--- src/rtl/keypad_encoder_if.sv ---
// Keypad pins and security-FSM event bus around keypad_encoder.
interface keypad_encoder_if;
    logic [3:0] col_drive;
    logic [3:0] row_sense;
    logic [3:0] digit;
    logic       digit_enterd;
    logic [1:0] command;
    logic       busy;

    modport master (
        output col_drive,
        output digit,
        output digit_enterd,
        output command,
        output busy,
        input  row_sense
    );

    modport slave (
        input  col_drive,
        input  digit,
        input  digit_enterd,
        input  command,
        input  busy,
        output row_sense
    );
endinterface

--- src/rtl/keypad_encoder.sv ---
// 4x4 matrix keypad scanner/debouncer producing one digit/command event per press.
// Define KEYPAD_REPEAT_EN to re-emit held numeric keys every REPEAT_DLY ticks.
module keypad_encoder #(
    parameter int unsigned SCAN_DIV   = 16,
    parameter int unsigned DEBOUNCE   = 4,
    parameter int unsigned REPEAT_DLY = 64
) (
    input  logic             clk,
    input  logic             reset_n,
    keypad_encoder_if.master kp
);
    localparam int unsigned DIV_W = $clog2(SCAN_DIV);
    localparam int unsigned CNT_W = $clog2(DEBOUNCE + 1);

    localparam logic [1:0] S_SCAN    = 2'd0;
    localparam logic [1:0] S_BOUNCE  = 2'd1;
    localparam logic [1:0] S_EMIT    = 2'd2;
    localparam logic [1:0] S_RELEASE = 2'd3;

    if (SCAN_DIV < 2 || DEBOUNCE < 1 || REPEAT_DLY < 1) begin : g_param_check
        $error("keypad_encoder: illegal parameter value");
    end

    logic [DIV_W-1:0] div_q;
    logic             tick_c;
    logic [1:0]       state_q, state_n;
    logic [3:0]       col_q, col_n;
    logic [1:0]       kr_q, kr_n, kc_q, kc_n;
    logic [CNT_W-1:0] cnt_q, cnt_n;
    logic             armed_q, armed_n, clean_q, clean_n;
    logic [3:0]       digit_q, digit_n;
    logic             enterd_q, enterd_n;
    logic [1:0]       cmd_q, cmd_n;
    logic             busy_q, busy_n;
`ifdef KEYPAD_REPEAT_EN
    localparam int unsigned HOLD_W = $clog2(REPEAT_DLY + 1);
    logic [HOLD_W-1:0] hold_q, hold_n;
`endif

    logic       one_low_c;
    logic [1:0] row_idx_c, col_idx_c;
    logic [3:0] pat_c, rot_c;
    logic       key_num_c;
    logic [3:0] key_val_c;
    logic [1:0] key_cmd_c;

    // Free-running column-step divider
    assign tick_c = (div_q == DIV_W'(SCAN_DIV - 1));

    always_ff @(posedge clk) begin
        if (!reset_n)    div_q <= '0;
        else if (tick_c) div_q <= '0;
        else             div_q <= div_q + DIV_W'(1);
    end

    assign pat_c = ~(4'b0001 << kr_q);
    assign rot_c = {col_q[2:0], col_q[3]};

    always_comb begin
        one_low_c = 1'b1;
        row_idx_c = 2'd0;
        case (kp.row_sense)
            4'b1110: row_idx_c = 2'd0;
            4'b1101: row_idx_c = 2'd1;
            4'b1011: row_idx_c = 2'd2;
            4'b0111: row_idx_c = 2'd3;
            default: one_low_c = 1'b0;
        endcase
        case (col_q)
            4'b1101: col_idx_c = 2'd1;
            4'b1011: col_idx_c = 2'd2;
            4'b0111: col_idx_c = 2'd3;
            default: col_idx_c = 2'd0;
        endcase
    end

    // Layout decode of the latched (row,col)
    always_comb begin
        key_num_c = 1'b1;
        key_val_c = 4'd0;
        key_cmd_c = 2'd0;
        case ({kr_q, kc_q})
            4'd0:    key_val_c = 4'd1;
            4'd1:    key_val_c = 4'd2;
            4'd2:    key_val_c = 4'd3;
            4'd4:    key_val_c = 4'd4;
            4'd5:    key_val_c = 4'd5;
            4'd6:    key_val_c = 4'd6;
            4'd8:    key_val_c = 4'd7;
            4'd9:    key_val_c = 4'd8;
            4'd10:   key_val_c = 4'd9;
            4'd13:   key_val_c = 4'd0;
            4'd3:    begin key_num_c = 1'b0; key_cmd_c = 2'd1; end
            4'd7:    begin key_num_c = 1'b0; key_cmd_c = 2'd2; end
            default: key_num_c = 1'b0;
        endcase
    end

    // After reset a full clean sweep must pass before any press is accepted,
    // so a key held through reset has to be released and pressed again.
    always_comb begin
        state_n  = state_q;
        col_n    = col_q;
        kr_n     = kr_q;
        kc_n     = kc_q;
        cnt_n    = cnt_q;
        armed_n  = armed_q;
        clean_n  = clean_q;
        digit_n  = digit_q;
        enterd_n = 1'b0;
        cmd_n    = 2'd0;
`ifdef KEYPAD_REPEAT_EN
        hold_n   = hold_q;
`endif
        case (state_q)
            S_SCAN: if (tick_c) begin
                if (armed_q && one_low_c) begin
                    kr_n    = row_idx_c;
                    kc_n    = col_idx_c;
                    cnt_n   = CNT_W'(1);
                    state_n = S_BOUNCE;
                end else begin
                    col_n = rot_c;
                    if (!armed_q) begin
                        clean_n = clean_q & (kp.row_sense == 4'hF);
                        if (col_q == 4'b0111) begin
                            armed_n = clean_n;
                            clean_n = 1'b1;
                        end
                    end
                end
            end
            S_BOUNCE: if (tick_c) begin
                if (kp.row_sense == pat_c) begin
                    if (cnt_q == CNT_W'(DEBOUNCE)) state_n = S_EMIT;
                    else                           cnt_n   = cnt_q + CNT_W'(1);
                end else begin
                    state_n = S_SCAN;
                    col_n   = rot_c;
                end
            end
            S_EMIT: begin
                state_n = S_RELEASE;
                cnt_n   = '0;
`ifdef KEYPAD_REPEAT_EN
                hold_n  = '0;
`endif
            end
            S_RELEASE: if (tick_c) begin
                if (kp.row_sense == 4'hF) begin
                    cnt_n = cnt_q + CNT_W'(1);
                    if (cnt_n == CNT_W'(DEBOUNCE)) state_n = S_SCAN;
`ifdef KEYPAD_REPEAT_EN
                    hold_n = '0;
`endif
                end else begin
                    cnt_n = '0;
`ifdef KEYPAD_REPEAT_EN
                    if (kp.row_sense == pat_c && key_num_c) begin
                        if (hold_q == HOLD_W'(REPEAT_DLY - 1)) state_n = S_EMIT;
                        else                                   hold_n  = hold_q + HOLD_W'(1);
                    end else begin
                        hold_n = '0;
                    end
`endif
                end
            end
            default: state_n = S_SCAN;
        endcase
        if (state_n == S_EMIT) begin
            enterd_n = key_num_c;
            digit_n  = key_num_c ? key_val_c : digit_q;
            cmd_n    = key_cmd_c;
        end
        busy_n = (state_n != S_SCAN);
    end

    always_ff @(posedge clk) begin
        if (!reset_n) begin
            state_q  <= S_SCAN;
            col_q    <= 4'b1110;
            kr_q     <= 2'd0;
            kc_q     <= 2'd0;
            cnt_q    <= '0;
            armed_q  <= 1'b0;
            clean_q  <= 1'b1;
            digit_q  <= 4'd0;
            enterd_q <= 1'b0;
            cmd_q    <= 2'd0;
            busy_q   <= 1'b0;
`ifdef KEYPAD_REPEAT_EN
            hold_q   <= '0;
`endif
        end else begin
            state_q  <= state_n;
            col_q    <= col_n;
            kr_q     <= kr_n;
            kc_q     <= kc_n;
            cnt_q    <= cnt_n;
            armed_q  <= armed_n;
            clean_q  <= clean_n;
            digit_q  <= digit_n;
            enterd_q <= enterd_n;
            cmd_q    <= cmd_n;
            busy_q   <= busy_n;
`ifdef KEYPAD_REPEAT_EN
            hold_q   <= hold_n;
`endif
        end
    end

    assign kp.col_drive    = col_q;
    assign kp.digit        = digit_q;
    assign kp.digit_enterd = enterd_q;
    assign kp.command      = cmd_q;
    assign kp.busy         = busy_q;
endmodule
--- src/flat_wrapper.sv ---
// flat-port wrapper written by rule: the top's interface ports become plain ports
module keypad_encoder_flat 
#(
    parameter int unsigned SCAN_DIV   = 16,
    parameter int unsigned DEBOUNCE   = 4,
    parameter int unsigned REPEAT_DLY = 64
)
  (clk, reset_n, kp_col_drive, kp_digit, kp_digit_enterd, kp_command, kp_busy, kp_row_sense);
  keypad_encoder_if kp_i ();
  input  logic clk;
  input  logic reset_n;
  output wire logic [$bits(kp_i.col_drive)-1:0] kp_col_drive;
  output wire logic [$bits(kp_i.digit)-1:0] kp_digit;
  output wire logic [$bits(kp_i.digit_enterd)-1:0] kp_digit_enterd;
  output wire logic [$bits(kp_i.command)-1:0] kp_command;
  output wire logic [$bits(kp_i.busy)-1:0] kp_busy;
  input wire logic [$bits(kp_i.row_sense)-1:0] kp_row_sense;
  assign kp_col_drive = kp_i.col_drive;
  assign kp_digit = kp_i.digit;
  assign kp_digit_enterd = kp_i.digit_enterd;
  assign kp_command = kp_i.command;
  assign kp_busy = kp_i.busy;
  assign kp_i.row_sense = kp_row_sense;
  keypad_encoder #(.SCAN_DIV(SCAN_DIV), .DEBOUNCE(DEBOUNCE), .REPEAT_DLY(REPEAT_DLY)) u_core (.clk(clk), .reset_n(reset_n), .kp(kp_i));
endmodule
--- config.mk ---
export PLATFORM = sky130hd
export DESIGN_NAME = keypad_encoder_flat
export DESIGN_NICKNAME = d
export VERILOG_FILES = /design/src/rtl/keypad_encoder_if.sv /design/src/rtl/keypad_encoder.sv /design/src/flat_wrapper.sv
export SDC_FILE = /design/constraint.sdc
export NUM_CORES = 1
export LEC_CHECK = 0
export CAP_MARGIN = 40
export CORE_MARGIN = 2
export CORE_UTILIZATION = 35
export DETAILED_ROUTE_END_ITERATION = 16
export PLACE_DENSITY_LB_ADDON = 0.1
export SLEW_MARGIN = 5
export SYNTH_ARGS = -nofsm -noshare
export SYNTH_HDL_FRONTEND = slang
export SYNTH_SLANG_ARGS = --single-unit
--- constraint.sdc ---
create_clock -name clk -period 2.3 [get_ports clk]
set_input_delay 0.23 -clock clk [delete_from_list [all_inputs] [get_ports clk]]
set_output_delay 0.23 -clock clk [all_outputs]
set_load 0.01 [all_outputs]
==> results of run 1 <==
==> worst max-delay path: stages, from the launching register on <==
cell	delay, ps
dfxtp_1	450
or3b_1	420
a211o_1	340
a221oi_2	330
o211ai_1	140
a32o_1	260
==> sequential cells by signal, indices dropped and copies added, names as in the netlist <==
register                cells
u_core.kr_q                 2
u_core.kp.col_drive         4
u_core.kp.digit             4
u_core.kc_q                 2
u_core.div_q                4
u_core.kp.busy              1
u_core.state_q              2
u_core.kp.digit_enterd      1
u_core.cnt_q                3
u_core.kp.command           2
u_core.armed_q              1
u_core.clean_q              1
==> Yosys cell counts (all sizes together) (4+ instances only) <==
cell    count  share of area
buf         6          0.025
nand2      20          0.050
mux2i       6          0.040
dfxtp      27           0.36
or3         5          0.021
and3        4          0.017
ha          4          0.033
nand3       5          0.020
xnor2       6          0.035
nor3       11          0.037
a21oi      16          0.053
nor2       10          0.025
clkbuf      7          0.018
inv         6          0.015
==> stage by stage <==
step	utilization	hold slack (ps)	total power [mW]	instance area, sq um	setup slack, ps
after global placement	0.424	463	0.538	1720	79.9
after global routing	0.435	523	0.833	1770	130
after CTS	0.435	488	0.803	1770	262
final	0.435	487	0.793	1770	259
after detailed placement	0.424	475	0.541	1720	70.6
after floorplan	-	456	0.522	1500	426
==> worst paths after layout <==
check                                        start            endpoint
worst max-delay path                u_core.kr_q[0]     u_core.cnt_q[2]
worst min-delay path            u_core.kp.digit[3]  u_core.kp.digit[3]
worst max register to register      u_core.kr_q[0]     u_core.cnt_q[2]
worst min register to register  u_core.kp.digit[3]  u_core.kp.digit[3]
==> kinds of logic (layout without fill, tap and decap cells) <==
| family | count (synthesis) | count (layout) | synth area share |
|---|---|---|---|
| compound gates | 45 | 45 | 0.209 |
| xor+xnor | 8 | 8 | 0.0467 |
| fa+ha+maj | 4 | 4 | 0.0334 |
| buf+inv | 19 | 34 | 0.0575 |
| flops | 27 | 27 | 0.360 |
| mux | 6 | 6 | 0.0400 |
| simple gates | 70 | 70 | 0.253 |
==> metal layers <==
metal / GRT usage / wire (microns) / vias to the layer above
met2: 0.263 / 1730 / 22
met5: 0 / 0 / -
met1: 0.175 / 1580 / 656
met4: 0.0370 / 17 / 0
li1: - / - / 684
met3: 0.0334 / 102 / 2
==> power groups by stage <==
stage | sequential, mW | clock (mW) | combinational, mW
after CTS | 0.476 | 0.273 | 0.0537
after global routing | 0.477 | 0.297 | 0.0586
after detailed placement | 0.487 | 0 | 0.0534
after floorplan | 0.486 | 0 | 0.0358
final | 0.476 | 0.263 | 0.0532
after global placement | 0.487 | 0 | 0.0516
==> layout make-up <==
type	instances	area, sq um
fill	419	2290
multi-input combinational	133	873
sequential	27	541
timing repair buffer	24	223
tap	50	62.6
clock buffer	4	45.0
inverter	6	22.5
==> metrics.txt, run 1 <==
DR iter-0 viols 52; grt ovf 0; final hold vios 0; RSZ-0062 raised after global routing no; Reg power frac 0.601; commonest non-fill, non-tap cells in the layout dfxtp_1, nand2_1, clkdlybuf4s50_1, a21oi_1, nor3_1; clock share of power 0.332; r2r setup slk 260 ps; Peak VDD IR 0.325 mV; Static Leakage 0.597 nW; setup TNS 0 ps; root buffer cell clkbuf_8; Clock Latency Late Sink 270 ps; Vias/cell 5.59; most common cell after layout, fill and taps aside dfxtp_1; combinational power share 0.067; sequential fraction of the synthesis area 0.360; share of layout cells above drive strength 1 0.0722; routed len/inst 14.1 microns; DRC viols 0; outcome finished, final reports clean; slew of the pin with the lowest slew margin 637 ps; WP data required 2470 ps; htree depth 1; antenna-violating nets left 0; Pre-antenna DRT Iters 4; first-pass GRT wire length 5.84 mm; post-layout net count 205; Crit Path Class register to register; syn_area_per_cell 8.38 sq um; PortBufs 17; post-DP HPWL 2.61 mm; skew final 5.83 ps; switch share 0.217; Core Footprint 4060 sq um; Synth Register Bits 27; Die X 69.5 microns; Die Ht 69.5 microns; diode count 0; Initial Util 0.370; Layout Cells excl Fill 244; count of max-cap constraint violations 0; final setup fails 0; fin crit share 0.887; Slew headroom 0.575; Placer Congestion 0.838; Yosys Warn Count 0; CTS tree yes; cts-stage hold buffer count 0; reg2reg path depth 5; syn_nets 189; largest fanout on the critical path 13; number of flops mapped to enable cells by yosys 0; cells after synthesis 179; die footprint 4830 sq um; Max Buffers Root-to-Sink 2; P&R area growth vs syn 17.8%; Syn Std Cell Area 1500 sq um; TritonCTS Buffers 3; Clock transition at path regs 90 ps; GRT Util Overall 0.146; post-CTS sizing 0; Critical Path Source Type register; worst path arrival time 2210 ps; worst hold stages 2; vias in the first global route 1,323; Internal 0.621 mW; Primary FF master, synth dfxtp_1; initial antenna violation count 0; largest net degree at the start of global routing 21; worst min path class register to register; CP endpoint kind register; vias 1,364; row count 23; fin. max-slew vios 0; Unique masters post-synth 45; placed cells 240; fin crit period 2040 ps; # clock sinks 27; I/O pin cnt 18; WL final 3.43 mm; Post-CTS Repair Setup Buffers 0; FFs w/ async S/R, synth 0; PwrDens 449 nW/um^2; Peak Freq 0.490 GHz; Psw 0.172 mW
Power figures use the tool's default switching activity.
==> inputs of run 2 (changes only) <==
--- a/config.mk
+++ b/config.mk
@@ -5,11 +5,11 @@
 export SDC_FILE = /design/constraint.sdc
 export NUM_CORES = 1
 export LEC_CHECK = 0
-export CAP_MARGIN = 40
+export CAP_MARGIN = 30
 export CORE_MARGIN = 2
-export CORE_UTILIZATION = 35
+export CORE_UTILIZATION = 45
 export DETAILED_ROUTE_END_ITERATION = 16
-export PLACE_DENSITY_LB_ADDON = 0.1
+export PLACE_DENSITY = 0.77
 export SLEW_MARGIN = 5
 export SYNTH_ARGS = -nofsm -noshare
 export SYNTH_HDL_FRONTEND = slang
==> run 2 against run 1 <==
Sequential power about the same; wire length fell by 9.3%; register-to-register slack worse by 40 ps; critical path type unchanged; critical endpoint unchanged; largest cell class unchanged.
==> metrics.txt, run 2 (synthesized netlist as in run 1, its figures left out) <==
fin crit share 0.905 (+0.0179); Die Ht 61.7 microns (-11%); die footprint 3810 sq um (-21%); Critical Path Source Type register; CP max stage delay 460 ps (about the same); largest fanout on the critical path 13 (unchanged); DR iter-0 viols 50 (-3.8%); RSZ-0062 raised after global routing no; TritonCTS Buffers 3 (unchanged); PwrDens 419 nW/um^2 (-6.6%); Max Buffers Root-to-Sink 2 (unchanged); combinational power share 0.073 (+0.006); WP data required 2530 ps (+60 ps); Final Total Pwr 0.730 mW (-7.9%); CP endpoint kind register; post-CTS sizing 0 (unchanged); slew of the pin with the lowest slew margin 592 ps (-44.5 ps); post-DP HPWL 2.40 mm (-8.2%); crit path capture u_core.cnt_q[2]; Static Leakage 0.592 nW (-0.84%); reg-to-reg startpoint u_core.kr_q[0]; antenna-violating nets left 0 (unchanged); GRT Util Overall 0.185 (+0.0386); setup TNS 0 ps (unchanged); Vias/cell 5.70 (+1.9%); clock share of power 0.274 (-0.058); final hold vios 0 (unchanged); I/O pin cnt 18 (unchanged); Clock Latency Late Sink 320 ps (+50 ps); crit path max-delay cell type dfxtp_1; DRC viols 0 (unchanged); WL final 3.11 mm (-9.3%); diode count 0 (unchanged); CP Cell Sequence or3b_1, a211o_1, a221oi_2, o211ai_1, a32o_1; Reg power frac 0.653 (+0.052); CTS tree yes; Worst setup startpoint u_core.kr_q[0]; RR Endpoint u_core.cnt_q[2]; Psw 0.167 mW (-2.8%); Hold Path Origin u_core.kp.digit[3]; worst path arrival time 2310 ps (+100 ps); largest net degree at the start of global routing 21 (unchanged); Pre-antenna DRT Iters 4 (unchanged); first-pass GRT wire length 5.35 mm (-8.4%); post-layout net count 205 (unchanged); final setup fails 0 (unchanged); count of max-cap constraint violations 0 (unchanged); root buffer cell clkbuf_4; PortBufs 17 (unchanged); worst min path class register to register; Peak Freq 0.480 GHz (-2.0%); htree depth 1 (unchanged); routed len/inst 13.1 microns (-7.0%); Initial Util 0.483 (+0.114); outcome finished, final reports clean; row count 20 (-13%); Internal 0.563 mW (-9.3%); skew final 1.92 ps (-3.91 ps); Top Family by Delay on Critical Path compound AO/OA/AOI/OAI gates; # clock sinks 27 (unchanged); grt ovf 0 (unchanged); share of layout cells above drive strength 1 0.0773 (+0.00515); Placer Congestion 0.881 (+5.2%); fin crit period 2080 ps (+41.1 ps); commonest non-fill, non-tap cells in the layout dfxtp_1, nand2_1, clkdlybuf4s50_1, a21oi_1, nor3_1; fin. max-slew vios 0 (unchanged); reg2reg path depth 5 (unchanged); Crit Path Class register to register; r2r setup slk 220 ps (-40 ps); Peak VDD IR 0.337 mV (+3.6%); Buf+Inv Stages, Crit Path 0 (unchanged); critical path depth 5 (unchanged); switch share 0.229 (+0.0121); vias in the first global route 1,222 (-7.6%); most common cell after layout, fill and taps aside dfxtp_1; Core Footprint 3100 sq um (-24%); Slew headroom 0.605 (+0.0297); cts-stage hold buffer count 0 (unchanged); Die X 61.7 microns (-11%); Post-CTS Repair Setup Buffers 0 (unchanged); P&R area growth vs syn 16.1%; initial antenna violation count 0 (unchanged); vias 1,356 (-0.59%); Clock transition at path regs 140 ps (+50 ps)
[run 2: changes by cell type in the layout (fill, tap and decap cells not counted), sizes merged]
cell	previous run	this run
clkbuf	4	3
clkinv	0	1
[run 2: layout make-up]
class | instances | area (sq um)
clock inverter | 1 | 5.00
multi-input combinational | 133 | 873
timing repair buffer | 24 | 223
clock buffer | 3 | 22.5
inverter | 6 | 22.5
sequential | 27 | 541
tap | 44 | 55.1
fill | 298 | 1360
[run 2: power groups by stage]
stage                     Combinational (mW)  Clock, mW  Sequential (mW)
after global routing                  0.0583      0.231            0.478
after global placement                0.0501          0            0.486
final                                 0.0533      0.200            0.477
after detailed placement              0.0534          0            0.487
after floorplan                       0.0358          0            0.486
after CTS                             0.0538      0.208            0.477
[run 2: worst min-delay path, stage by stage (launching register included)]
cell	delay, ps
dfxtp_1	330
o21ai_0	60
a21oi_1	60
[run 2: how the worst min path moves through the flow]
stage	depth (start not counted)	slack, ps	endpoint
after floorplan	1	460	u_core.div_q[0]
after global placement	2	460	u_core.kp.digit[3]
after detailed placement	2	480	u_core.kp.digit[3]
after CTS	2	500	u_core.kp.digit[3]
after global routing	2	520	u_core.kp.digit[3]
final	2	490	u_core.kp.digit[3]
[run 2: metrics by stage]
step	hold WS, ps	instances	utilization	worst slack (ps)	area, sq um
floorplan	456	179	-	426	1500
global route	518	238	0.561	111	1740
detailed placement	479	234	0.552	31.8	1710
CTS	497	238	0.561	246	1740
global placement	458	234	0.552	115	1710
finish	493	238	0.561	218	1740
[run 2: per-layer routing]
layer  part of all wire  vias up  global-route usage
li1                   -      685                   -
met5                  0        -                   0
met4             0.0042        0              0.0426
met3              0.030        2              0.0373
met2               0.50       24               0.322
met1               0.46      645               0.236
